File: config.mk
export PLATFORM = sky130hd
export DESIGN_NAME = leds_pwm_fader_flat
export DESIGN_NICKNAME = d
export VERILOG_FILES = /design/src/rtl/leds_pkg.sv /design/src/rtl/leds_pwm_fader_if.sv /design/src/rtl/leds_pwm_channel.sv /design/src/rtl/leds_pwm_fader.sv /design/src/flat_wrapper.sv
export SDC_FILE = /design/constraint.sdc
export NUM_CORES = 1
export LEC_CHECK = 0
export ABC_CLOCK_PERIOD_IN_PS = 6400
export CAP_MARGIN = 20
export CORE_ASPECT_RATIO = 0.5
export CORE_MARGIN = 2
export CORE_UTILIZATION = 35
export DETAILED_ROUTE_END_ITERATION = 7
export MAX_ROUTING_LAYER = met4
export PLACE_DENSITY = 0.58
export REMOVE_ABC_BUFFERS = 1
export SYNTH_ARGS = -nofsm -noshare
export SYNTH_HDL_FRONTEND = slang
export SYNTH_SLANG_ARGS = --single-unit
File: constraint.sdc
create_clock -name clk_i -period 6.4 [get_ports clk_i]
set_input_delay 0.96 -clock clk_i [delete_from_list [all_inputs] [get_ports clk_i]]
set_output_delay 0.96 -clock clk_i [all_outputs]
set_load 0.02 [all_outputs]
File: src/rtl/leds_pkg.sv
// leds_pkg
//    Shared constants and types for the LED PWM fader.
//    C_N_LEDS   : number of LED channels
//    C_DUTY_W   : width of one brightness nibble / PWM step counter
//    C_PWM_LAST : last PWM step index (15 steps per period)
//    duty_t     : brightness level / step counter type
package leds_pkg;
   localparam int          C_N_LEDS   = 8;
   localparam int          C_DUTY_W   = 4;
   localparam logic [3:0]  C_PWM_LAST = 4'd14;

   typedef logic [C_DUTY_W-1:0] duty_t;
endpackage

File: src/rtl/leds_pwm_fader_if.sv
// leds_pwm_fader_if
//    Bundles the fader's data signals.
//    leds_i       : 32-bit target word, nibble k -> channel k
//    leds_o       : LED pin drive, active high
//    pwm_period_o : one-clock pulse on the first cycle of each PWM period
//    master : drives the target word, observes pins (register block / bench)
//    slave  : the fader
interface leds_pwm_fader_if;
   import leds_pkg::*;

   logic [C_N_LEDS*C_DUTY_W-1:0] leds_i;
   logic [C_N_LEDS-1:0]          leds_o;
   logic                         pwm_period_o;

   modport master (output leds_i, input leds_o, input pwm_period_o);
   modport slave  (input leds_i, output leds_o, output pwm_period_o);
endinterface

File: src/rtl/leds_pwm_channel.sv
// leds_pwm_channel
//    One LED channel: brightness level register, fade comparator and
//    registered pin output.
//    clk_i, rst_n_i : clock, synchronous active-low reset
//    bnd_i          : PWM period boundary strobe
//    fade_step_i    : boundary on which a fade step is taken
//    target_i       : target brightness nibble
//    pwm_cnt_i      : current PWM step 0..14
//    led_o          : registered pin drive
module leds_pwm_channel
   import leds_pkg::*;
#(
   parameter bit G_DIRECT = 1'b0   // 1: load target on every boundary, no fading
) (
   input  logic  clk_i,
   input  logic  rst_n_i,
   input  logic  bnd_i,
   input  logic  fade_step_i,
   input  duty_t target_i,
   input  duty_t pwm_cnt_i,
   output logic  led_o
);

   duty_t lvl_q, lvl_d;
   logic  led_q;

   // Stepping by exactly one toward the target means the level lands on
   // the target and stops there: no wrap, no overshoot.
   always_comb begin
      lvl_d = lvl_q;
      if (G_DIRECT) begin
         if (bnd_i) lvl_d = target_i;
      end else if (fade_step_i) begin
         if (lvl_q < target_i)      lvl_d = lvl_q + duty_t'(1);
         else if (lvl_q > target_i) lvl_d = lvl_q - duty_t'(1);
      end
   end

   always_ff @(posedge clk_i) begin
      if (!rst_n_i) begin
         lvl_q <= '0;
         led_q <= 1'b0;
      end else begin
         lvl_q <= lvl_d;
         // pwm_cnt never exceeds 14, so level 15 keeps the pin on all period.
         led_q <= (pwm_cnt_i < lvl_q);
      end
   end

   assign led_o = led_q;

endmodule

File: src/rtl/leds_pwm_fader.sv
// leds_pwm_fader
//    Eight-channel 15-step LED PWM driver with optional per-channel fading.
//    Brightness changes are applied only at period boundaries.
//    G_PRESCALE : clocks per PWM step (>= 1)
//    G_FADE_DIV : PWM periods per fade step; 0 loads the target directly
//    clk_i      : system clock
//    rst_n_i    : synchronous active-low reset
//    bus        : slave side of leds_pwm_fader_if (leds_i, leds_o, pwm_period_o)
module leds_pwm_fader
   import leds_pkg::*;
#(
   parameter int G_PRESCALE = 100,
   parameter int G_FADE_DIV = 1
) (
   input  logic                   clk_i,
   input  logic                   rst_n_i,
   leds_pwm_fader_if.slave        bus
);

   localparam int PW = (G_PRESCALE > 1) ? $clog2(G_PRESCALE) : 1;
   localparam int FW = (G_FADE_DIV > 1) ? $clog2(G_FADE_DIV) : 1;
   localparam logic [PW-1:0] C_PRESC_LAST = PW'(G_PRESCALE - 1);
   localparam logic [FW-1:0] C_FDIV_LAST  = FW'((G_FADE_DIV > 0) ? G_FADE_DIV - 1 : 0);
   localparam bit            C_DIRECT     = (G_FADE_DIV == 0);

   logic [PW-1:0] presc_q, presc_d;
   duty_t         pwm_cnt_q, pwm_cnt_d;
   logic [FW-1:0] fdiv_q, fdiv_d;
   logic          pwm_period_q;
   logic          tick, bnd, fade_step;
   logic [C_N_LEDS-1:0] led_w;

   assign tick      = (presc_q == C_PRESC_LAST);
   assign bnd       = tick && (pwm_cnt_q == C_PWM_LAST);
   assign fade_step = !C_DIRECT && bnd && (fdiv_q == C_FDIV_LAST);

   always_comb begin
      presc_d   = tick ? '0 : presc_q + PW'(1);
      pwm_cnt_d = pwm_cnt_q;
      fdiv_d    = fdiv_q;
      if (tick) pwm_cnt_d = bnd ? '0 : pwm_cnt_q + duty_t'(1);
      // fdiv counts boundaries; it stays at 0 when fading is disabled.
      if (!C_DIRECT && bnd) fdiv_d = (fdiv_q == C_FDIV_LAST) ? '0 : fdiv_q + FW'(1);
   end

   always_ff @(posedge clk_i) begin
      if (!rst_n_i) begin
         presc_q      <= '0;
         pwm_cnt_q    <= '0;
         fdiv_q       <= '0;
         pwm_period_q <= 1'b0;
      end else begin
         presc_q      <= presc_d;
         pwm_cnt_q    <= pwm_cnt_d;
         fdiv_q       <= fdiv_d;
         pwm_period_q <= bnd;
      end
   end

   for (genvar k = 0; k < C_N_LEDS; k++) begin : g_ch
      leds_pwm_channel #(.G_DIRECT(C_DIRECT)) u_ch (
         .clk_i       (clk_i),
         .rst_n_i     (rst_n_i),
         .bnd_i       (bnd),
         .fade_step_i (fade_step),
         .target_i    (bus.leds_i[k*C_DUTY_W +: C_DUTY_W]),
         .pwm_cnt_i   (pwm_cnt_q),
         .led_o       (led_w[k])
      );
   end

   assign bus.leds_o       = led_w;
   assign bus.pwm_period_o = pwm_period_q;

endmodule
File: src/flat_wrapper.sv
// flat-port wrapper written by rule: the top's interface ports become plain ports
module leds_pwm_fader_flat import leds_pkg::*;
#(
   parameter int G_PRESCALE = 100,
   parameter int G_FADE_DIV = 1
)
  (clk_i, rst_n_i, bus_leds_i, bus_leds_o, bus_pwm_period_o);
  leds_pwm_fader_if bus_i ();
  input  logic clk_i;
  input  logic rst_n_i;
  input wire logic [$bits(bus_i.leds_i)-1:0] bus_leds_i;
  output wire logic [$bits(bus_i.leds_o)-1:0] bus_leds_o;
  output wire logic [$bits(bus_i.pwm_period_o)-1:0] bus_pwm_period_o;
  assign bus_i.leds_i = bus_leds_i;
  assign bus_leds_o = bus_i.leds_o;
  assign bus_pwm_period_o = bus_i.pwm_period_o;
  leds_pwm_fader #(.G_PRESCALE(G_PRESCALE), .G_FADE_DIV(G_FADE_DIV)) u_core (.clk_i(clk_i), .rst_n_i(rst_n_i), .bus(bus_i));
endmodule
==> results of run 1 <==
==> cell usage in the layout (no fill, tap or decap), types with 8 or more instances in the layout <==
master,synthesis,layout
nor2b_1,8,8
o211ai_1,8,8
a21oi_1,26,26
mux2i_1,8,8
nor2_1,41,41
nand3_1,16,16
nor3b_1,16,16
ha_1,75,75
o21a_1,8,8
dfxtp_1,52,52
nand2_1,22,22
o21ai_0,14,14
nand4_1,21,21
xnor2_1,15,15
fa_1,8,8
inv_1,58,57
clkdlybuf4s50_1,0,42
a21boi_0,8,8
==> kinds of logic after synthesis <==
group | after synthesis | share of synthesized area [%]
muxes | 8 | 1.89
adders and majority gates | 83 | 26.0
buffers and inverters | 75 | 7.58
AOI/OAI and AO/OA | 92 | 15.9
xor gates and xnor gates | 21 | 4.35
and+or+nand+nor | 150 | 19.7
DFF | 52 | 24.6
==> area by class of cell <==
class / instances / share of cell area [%]
multi-input cells: 354 / 58.1
repair buffers: 44 / 8.83
inverters: 58 / 4.42
clock buffers: 6 / 2.61
flip-flops and latches: 52 / 21.1
well taps: 165 / 4.19
clock inverters: 2 / 0.711
==> metrics by stage <==
step           hold slack (ps)  util, %  total power, mW  instance area (um2)
2_1_floorplan              413        -            0.413                 4120
3_3_place_gp               431     40.4            0.456                 4770
3_5_place_dp               434     40.4            0.458                 4770
4_1_cts                    445     41.8            0.769                 4930
5_1_grt                    462     41.8            0.795                 4930
6_report                   439     41.8            0.756                 4930
==> worst paths after layout <==
kind,from,end,slack (ps),cells past startpoint
setup / recovery,bus_leds_i[1],u_core.g_ch[0].u_ch.lvl_q[3]$_SDFFE_PN0P_,2990,12
setup reg to reg,u_core.g_ch[4].u_ch.lvl_q[1]$_SDFFE_PN0P_,u_core.g_ch[4].u_ch.lvl_q[3]$_SDFFE_PN0P_,3710,10
hold / removal,u_core.presc_q[0]$_SDFF_PP0_,u_core.presc_q[0]$_SDFF_PP0_,440,1
hold reg to reg,u_core.presc_q[0]$_SDFF_PP0_,u_core.presc_q[0]$_SDFF_PP0_,440,1
==> power by group through the flow <==
| stage | combinational (mW) | clock [mW] | sequential, mW |
|---|---|---|---|
| 2_1_floorplan | 0.0648 | 0 | 0.348 |
| 3_3_place_gp | 0.109 | 0 | 0.347 |
| 3_5_place_dp | 0.110 | 0 | 0.348 |
| 4_1_cts | 0.111 | 0.318 | 0.340 |
| 5_1_grt | 0.125 | 0.328 | 0.341 |
| 6_report | 0.110 | 0.306 | 0.340 |
==> registers in the layout, indices dropped and copies added (netlist names) <==
register and cells:
u_core.g_ch.u_ch.lvl_q 32, u_core.g_ch.u_ch.led_o 8, u_core.presc_q 7, u_core.pwm_cnt_q 4, u_core.bus.pwm_period_o 1
==> metal layers <==
| layer | track usage [%] | wire length (um) | up-vias |
|---|---|---|---|
| li1 | - | - | 1783 |
| met1 | 17.3 | 4390 | 1526 |
| met2 | 23.1 | 3500 | 39 |
| met3 | 2.58 | 231 | 8 |
| met4 | 3.55 | 87 | 0 |
| met5 | - | 0 | - |
==> results_dict.tcl, run 1 <==
set metrics [dict create \
    ys_seq_area_share_pct 24.6 \
    fill_cells 1191 \
    start_kind "input port" \
    drive_gt1_share_pct 4.46 \
    slowest_stage "clkdlybuf4s50_1" \
    wl_per_cell_um 12.1 \
    fin_nets 632 \
    clkTransAtPathRegs_ps 70 \
    numClockSinks 52 \
    grt_overflow 0 \
    fin_worst_skew_ps 5.66 \
    ctsLongestPathBuffers 2 \
    max_freq_mhz 293 \
    yosysWarnings 0 \
    ys_top_cells_by_area "dfxtp_1, ha_1, inv_1" \
    leakage_nw 2.12 \
    path_max_fanout 5 \
    dieHeight_um 81.7 \
    die-width_um 159 \
    power_frac_comb_pct 14.5 \
    hold_class "reg2reg" \
    dp_hpwl_um 6160 \
    vias_per_cell 4.93 \
    grtUsageTotal_pct 13.7 \
    antennaDiodeCount 0 \
    netlist_top_cells_count "ha_1, inv_1, dfxtp_1" \
    power.density_mw_per_mm2 153 \
    rsz0062_at_grt "false" \
    ant_nets 0 \
    power_switching_mw 0.186 \
    routed_wl_um 8210 \
    vdd_drop_max_mv 0.0895 \
    die_area_mm2 0.0130 \
    async_flop_share_pct 0 \
    synthDistinctLibCells 39 \
    synth_top_area_share_pct 24.6 \
    drtIter0Drc 119 \
    area_delta_synth_final_pct 16.6 \
    cts_buffers 5 \
    cts_tree "done" \
    arrival_ps 3650 \
    drt_first_pass_iters 4 \
    cts_resized 0 \
    multi_input_area_mm2 0.00287 \
    maxSlewViolCount 0 \
    num_vias 3356 \
    period_minus_slack_ps 3410 \
    place_inst 673 \
    ys_ff_latch 52 \
    drc 0 \
    worst_slew_pin_slew_ps 777 \
    portBuffers 42 \
    status "completed" \
    pwr-share-seq_pct 45.0 \
    start_util_pct 35.8 \
    insertion_delay_ps 290 \
    post_cts_buffers 0 \
    ys.flop_type "dfxtp_1" \
    endpoint_kind "register" \
    hold_violations 0 \
    netlist_instances 481 \
    internal_power_mw 0.570 \
    regArea_mm2 0.00104 \
    grt_max_degree 46 \
    place_congestion 0.747 \
    finalSetupTns_ps 0 \
    critPathTopFamily "compound AO/OA/AOI/OAI gates" \
    clockPowerShare_pct 40.5 \
    sw_frac_of_total_pct 24.6 \
    cts_hold_buf 0 \
    ios 43 \
    antenna_found_initial 0 \
    yosysTopAreaCell "dfxtp_1" \
    synth_area_mm2 0.00423 \
    crit_buf_inv 2 \
    required_ps 6630 \
    cts-root-buf "clkbuf_16" \
    drv_cap 0 \
    path_class "in2reg" \
    finalCritPeriodShare_pct 53.3 \
    avgSynthCellArea_um2 8.79 \
    setup_viol 0 \
    synth_edf_count 0 \
    pre_cts_ws_ps 2700 \
    path_cells "clkdlybuf4s50_1 -> inv_1 -> ha_1 -> nor2b_1 -> o211ai_1 -> nand2_1 -> ha_1 -> a21oi_1 -> nand2_1 -> a2111o_1 -> a21oi_1 -> nand4bb_1" \
    htreeDepth 2 \
    grt_pass1_wl_um 14200 \
    rows 28 \
    grt_pass1_vias 3169 \
    yosysMostFrequentCell "ha_1" \
    stdcell_count 681 \
    slew_headroom_pct 48.2 \
    max_stage_delay_ps 450 \
    fin_ws_ps 2990 \
    core-area_mm2 0.0118 \
]
(Power assumes the default switching activity.)
==> run 2, diff against run 1 <==
- ABC_CLOCK_PERIOD_IN_PS: 6400 -> 2760
- PLACE_DENSITY: 0.58 -> 0.59
- clock period: 6.4 -> 2.76 ns (I/O delays scaled with it)
==> results_dict.tcl, run 2 (synthesized netlist as in run 1, its figures left out) <==
set metrics [dict create \
    setup_viol 0 \
    drc 0 \
    drv_cap 0 \
    path_cells "clkdlybuf4s50_1 -> inv_1 -> ha_4 -> nor2b_2 -> o211ai_1 -> nand2_2 -> buf_4 -> ha_1 -> nand3_1 -> nand2_1 -> a2111o_1 -> a21oi_2 -> nand4bb_1" \
    fin_ws_ps 43.5 \
    multi_input_area_mm2 0.00303 \
    hold_class "reg2reg" \
    ios 43 \
    mostFrequentLayoutCells "ha_1, buf_4, inv_1" \
    numClockSinks 52 \
    dp_hpwl_um 6660 \
    status "completed" \
    mostFrequentLayoutCell "ha_1" \
    maxSlewViolCount 0 \
    grt_pass1_wl_um 14800 \
    endpoint_kind "register" \
    crit_buf_inv 3 \
    portBuffers 42 \
    drtIter0Drc 133 \
    cts_hold_buf 0 \
    sw_frac_of_total_pct 25.4 \
    grt_pass1_vias 3301 \
    ant_nets 0 \
    total_power_mw 1.74 \
    met1_usage_pct 17.6 \
    worst_slew_pin_slew_ps 361 \
    rows 28 \
    grt_max_degree 31 \
    die-width_um 159 \
    path_class "in2reg" \
    vias_per_cell 4.86 \
    fin_nets 698 \
    routed_wl_um 8980 \
    dieHeight_um 81.7 \
    arrival_ps 2940 \
    wl_per_cell_um 12.0 \
    rsz0062_at_grt "true" \
    grtUsageTotal_pct 14.2 \
    num_vias 3622 \
    pre_cts_ws_ps -253 \
    antenna_found_initial 0 \
    path_max_fanout 4 \
    vdd_drop_max_mv 0.202 \
    leakage_nw 2.43 \
    cts_tree "done" \
    pwr-share-seq_pct 45.4 \
    drt_first_pass_iters 4 \
    met2_usage_pct 24.6 \
    final_area_mm2 0.00558 \
    clkTransAtPathRegs_ps 60 \
    stdcell_count 746 \
    largest_register_ffs 32 \
    fill_cells 1131 \
    met3_usage_pct 2.68 \
    slew_headroom_pct 75.9 \
    finalCritPeriodShare_pct 98.4 \
    area_delta_synth_final_pct 32.0 \
    core-area_mm2 0.0118 \
    power.density_mw_per_mm2 312 \
    internal_power_mw 1.30 \
    grt_overflow 0 \
    start_util_pct 35.8 \
    place_congestion 0.740 \
    regArea_mm2 0.00104 \
    whs_ps 432 \
    ctsLongestPathBuffers 2 \
    max_freq_mhz 368 \
    fin_worst_skew_ps 4.63 \
    insertion_delay_ps 290 \
    drive_gt1_share_pct 19.1 \
    die_area_mm2 0.0130 \
    slowest_stage "clkdlybuf4s50_1" \
    cts-root-buf "clkbuf_16" \
    busiest_layer "met2" \
    start_kind "input port" \
    period_minus_slack_ps 2720 \
    max_stage_delay_ps 450 \
    top_register "u_core.g_ch.u_ch.lvl_q" \
    postPlaceCellArea_mm2 0.00518 \
    cts_buffers 5 \
    antennaDiodeCount 0 \
    hold_violations 0 \
    critPathTopFamily "compound AO/OA/AOI/OAI gates" \
    power_frac_comb_pct 20.4 \
    place_inst 727 \
    clockPowerShare_pct 34.3 \
    power_switching_mw 0.441 \
    required_ps 2990 \
    htreeDepth 2 \
]
## run 2: worst register-to-register path, cell delays in order (launching register included)
cell and delay [ps]:
dfxtp_1 470, ha_4 250, nor2b_2 160, o211ai_1 280, nand2_2 150, buf_4 160, ha_1 270, nand3_1 90
nand2_1 80, a2111o_1 370, a21oi_2 140, nand4bb_1 120
## run 2: worst paths after layout
kind                                                     to                                 startpoint  cells after the start  slack [ps]
hold / removal                 u_core.presc_q[0]$_SDFF_PP0_               u_core.presc_q[0]$_SDFF_PP0_                      1         430
setup / recovery  u_core.g_ch[0].u_ch.lvl_q[3]$_SDFFE_PN0P_                              bus_leds_i[1]                     13          40
hold reg to reg                u_core.presc_q[0]$_SDFF_PP0_               u_core.presc_q[0]$_SDFF_PP0_                      1         430
setup reg to reg  u_core.g_ch[0].u_ch.lvl_q[3]$_SDFFE_PN0P_  u_core.g_ch[0].u_ch.lvl_q[1]$_SDFFE_PN0P_                     11         170
## run 2: metrics by stage
step,setup TNS (ps),utilization [%]
2_1_floorplan,0,-
6_report,0,47.2
3_3_place_gp,-1020,43.9
5_1_grt,-121,47.2
4_1_cts,0,45.0
3_5_place_dp,-1480,43.9
## run 2: power by group through the flow
| stage | Combinational (mW) | Clock [mW] | Sequential (mW) |
|---|---|---|---|
| 2_1_floorplan | 0.150 | 0 | 0.807 |
| 3_3_place_gp | 0.307 | 0 | 0.806 |
| 3_5_place_dp | 0.312 | 0 | 0.806 |
| 4_1_cts | 0.315 | 0.617 | 0.789 |
| 5_1_grt | 0.393 | 0.647 | 0.791 |
| 6_report | 0.354 | 0.596 | 0.790 |
## run 2: layer usage
| layer | up-vias | share of wire (%) |
|---|---|---|
| met5 | - | 0 |
| met4 | 0 | 0.72 |
| met3 | 8 | 2.9 |
| met2 | 38 | 46 |
| met1 | 1655 | 50 |
| li1 | 1921 | - |
## run 2: cell type report
class / instances / area share (%)
Tap cell: 165 / 3.70
Clock inverter: 1 / 0.0897
Multi-Input combinational cell: 354 / 54.3
Timing Repair Buffer: 110 / 17.0
Clock buffer: 6 / 2.31
Inverter: 58 / 3.90
Sequential cell: 52 / 18.7
## run 2: timing repair
action                                  4_1_cts  5_1_grt
buffers inserted                              0       12
resized for setup                             0       31
endpoints found under the setup margin        0        8
==> run 3, diff against run 2 <==
- SETUP_SLACK_MARGIN: default -> 0.2
==> results_dict.tcl, run 3 (synthesized netlist as in run 1, its figures left out) <==
set metrics [dict create \
    pre_cts_ws_ps -253 \
    antennaDiodeCount 0 \
    power_switching_mw 0.454 \
    final_area_mm2 0.00591 \
    status "completed" \
    num_vias 3671 \
    power_frac_comb_pct 21.5 \
    area_delta_synth_final_pct 39.8 \
    wl_per_cell_um 12.4 \
    grt_max_degree 31 \
    max_stage_delay_ps 460 \
    max_freq_mhz 409 \
    path_class "in2reg" \
    fin_worst_skew_ps 4.24 \
    setup_viol 0 \
    slew_headroom_pct 76.0 \
    start_util_pct 35.8 \
    drv_cap 0 \
    fill_cells 1102 \
    top_register "u_core.g_ch.u_ch.lvl_q" \
    grtUsageTotal_pct 15.0 \
    mostFrequentLayoutCells "buf_4, ha_1, inv_1" \
    period_minus_slack_ps 2440 \
    arrival_ps 2610 \
    htreeDepth 2 \
    vdd_drop_max_mv 0.202 \
    pwr-share-seq_pct 44.7 \
    largest_register_ffs 32 \
    endpoint_kind "register" \
    place_inst 727 \
    internal_power_mw 1.31 \
    mostFrequentLayoutCell "buf_4" \
    clkTransAtPathRegs_ps 70 \
    rsz0062_at_grt "true" \
    crit_buf_inv 4 \
    hold_violations 0 \
    slowest_stage "clkdlybuf4s50_1" \
    required_ps 2930 \
    cts_tree "done" \
    dieHeight_um 81.7 \
    insertion_delay_ps 290 \
    start_kind "input port" \
    portBuffers 42 \
    stdcell_count 752 \
    path_cells "clkdlybuf4s50_1 -> inv_1 -> ha_4 -> nor2b_2 -> o211ai_1 -> nand2_2 -> buf_4 -> buf_4 -> fa_2 -> xor2_1 -> nor2_1 -> a211oi_2" \
    antenna_found_initial 0 \
    finalCritPeriodShare_pct 88.5 \
    critPathTopFamily "buffers and inverters" \
    postPlaceCellArea_mm2 0.00518 \
    ios 43 \
    power.density_mw_per_mm2 299 \
    cpMostUsedCell "buf_4" \
    clockPowerShare_pct 33.8 \
    fin_nets 704 \
    vias_per_cell 4.88 \
    place_congestion 0.740 \
    drt_first_pass_iters 4 \
    die_area_mm2 0.0130 \
    drtIter0Drc 151 \
    ant_nets 0 \
    maxSlewViolCount 0 \
    cts_hold_buf 0 \
    rows 28 \
    fin_ws_ps 316 \
    hold_class "reg2reg" \
    drc 0 \
    numClockSinks 52 \
    cts-root-buf "clkbuf_16" \
    ctsLongestPathBuffers 2 \
    grt_pass1_wl_um 15700 \
    grt_overflow 0 \
    worst_slew_pin_slew_ps 359 \
    sw_frac_of_total_pct 25.7 \
    cts_buffers 5 \
    grt_pass1_vias 3463 \
    die-width_um 159 \
    final_util_pct 50.0 \
    routed_wl_um 9300 \
    drive_gt1_share_pct 27.8 \
    leakage_nw 2.49 \
    dp_hpwl_um 6660 \
    core-area_mm2 0.0118 \
    path_max_fanout 3 \
]
==> run 3: worst register-to-register path, stage by stage (launching register included) <==
cell	delay, ps
dfxtp_1	470
ha_4	250
nor2b_2	160
o211ai_1	260
nand2_2	140
buf_4	150
buf_4	120
fa_1	370
xor2_1	160
nor2_1	60
a211oi_2	190
==> run 3: cell type report <==
cell class	count	area (um2)	area share, %
Clock inverter	1	5.00	0.0847
Multi-Input combinational cell	354	3290	55.6
Timing Repair Buffer	116	1020	17.3
Tap cell	165	206	3.49
Clock buffer	6	129	2.18
Inverter	58	218	3.68
Sequential cell	52	1040	17.7
==> run 3: layer usage <==
metal	wire, um	global-route usage [%]	vias up
met1	4510	18.2	1697
li1	-	-	1931
met2	4480	26.9	33
met3	223	2.68	10
met4	87	2.73	0
met5	0	-	-
==> run 3: power by group through the flow <==
stage	combinational (mW)	clock, mW	sequential [mW]
5_1_grt	0.423	0.648	0.792
4_1_cts	0.358	0.617	0.788
2_1_floorplan	0.150	0	0.807
3_5_place_dp	0.312	0	0.806
3_3_place_gp	0.307	0	0.806
6_report	0.380	0.598	0.790
==> run 3: worst paths after layout <==
check	to	cells past startpoint	slack, ps	start
worst min register to register	u_core.presc_q[0]$_SDFF_PP0_	1	430	u_core.presc_q[0]$_SDFF_PP0_
worst max-delay path	u_core.g_ch[5].u_ch.lvl_q[2]$_SDFFE_PN0P_	12	320	bus_leds_i[21]
worst min-delay path	u_core.presc_q[0]$_SDFF_PP0_	1	430	u_core.presc_q[0]$_SDFF_PP0_
worst max register to register	u_core.g_ch[0].u_ch.lvl_q[2]$_SDFFE_PN0P_	10	350	u_core.g_ch[0].u_ch.lvl_q[1]$_SDFFE_PN0P_
==> run 3: timing repair <==
action | in CTS | in global routing
hold endpoints to repair | 0 | 0
pin swaps | 45 | 56
resized for setup | 32 | 55
setup buffers | 15 | 3
setup endpoints to repair | 8 | 21
==> run 3: metrics by stage <==
step	total power, mW	hold WS, ps	setup TNS (ps)
4_1_cts	1.76	438	0
3_3_place_gp	1.11	424	-1020
3_5_place_dp	1.12	429	-1480
5_1_grt	1.86	476	0
6_report	1.77	432	0
2_1_floorplan	0.957	413	0
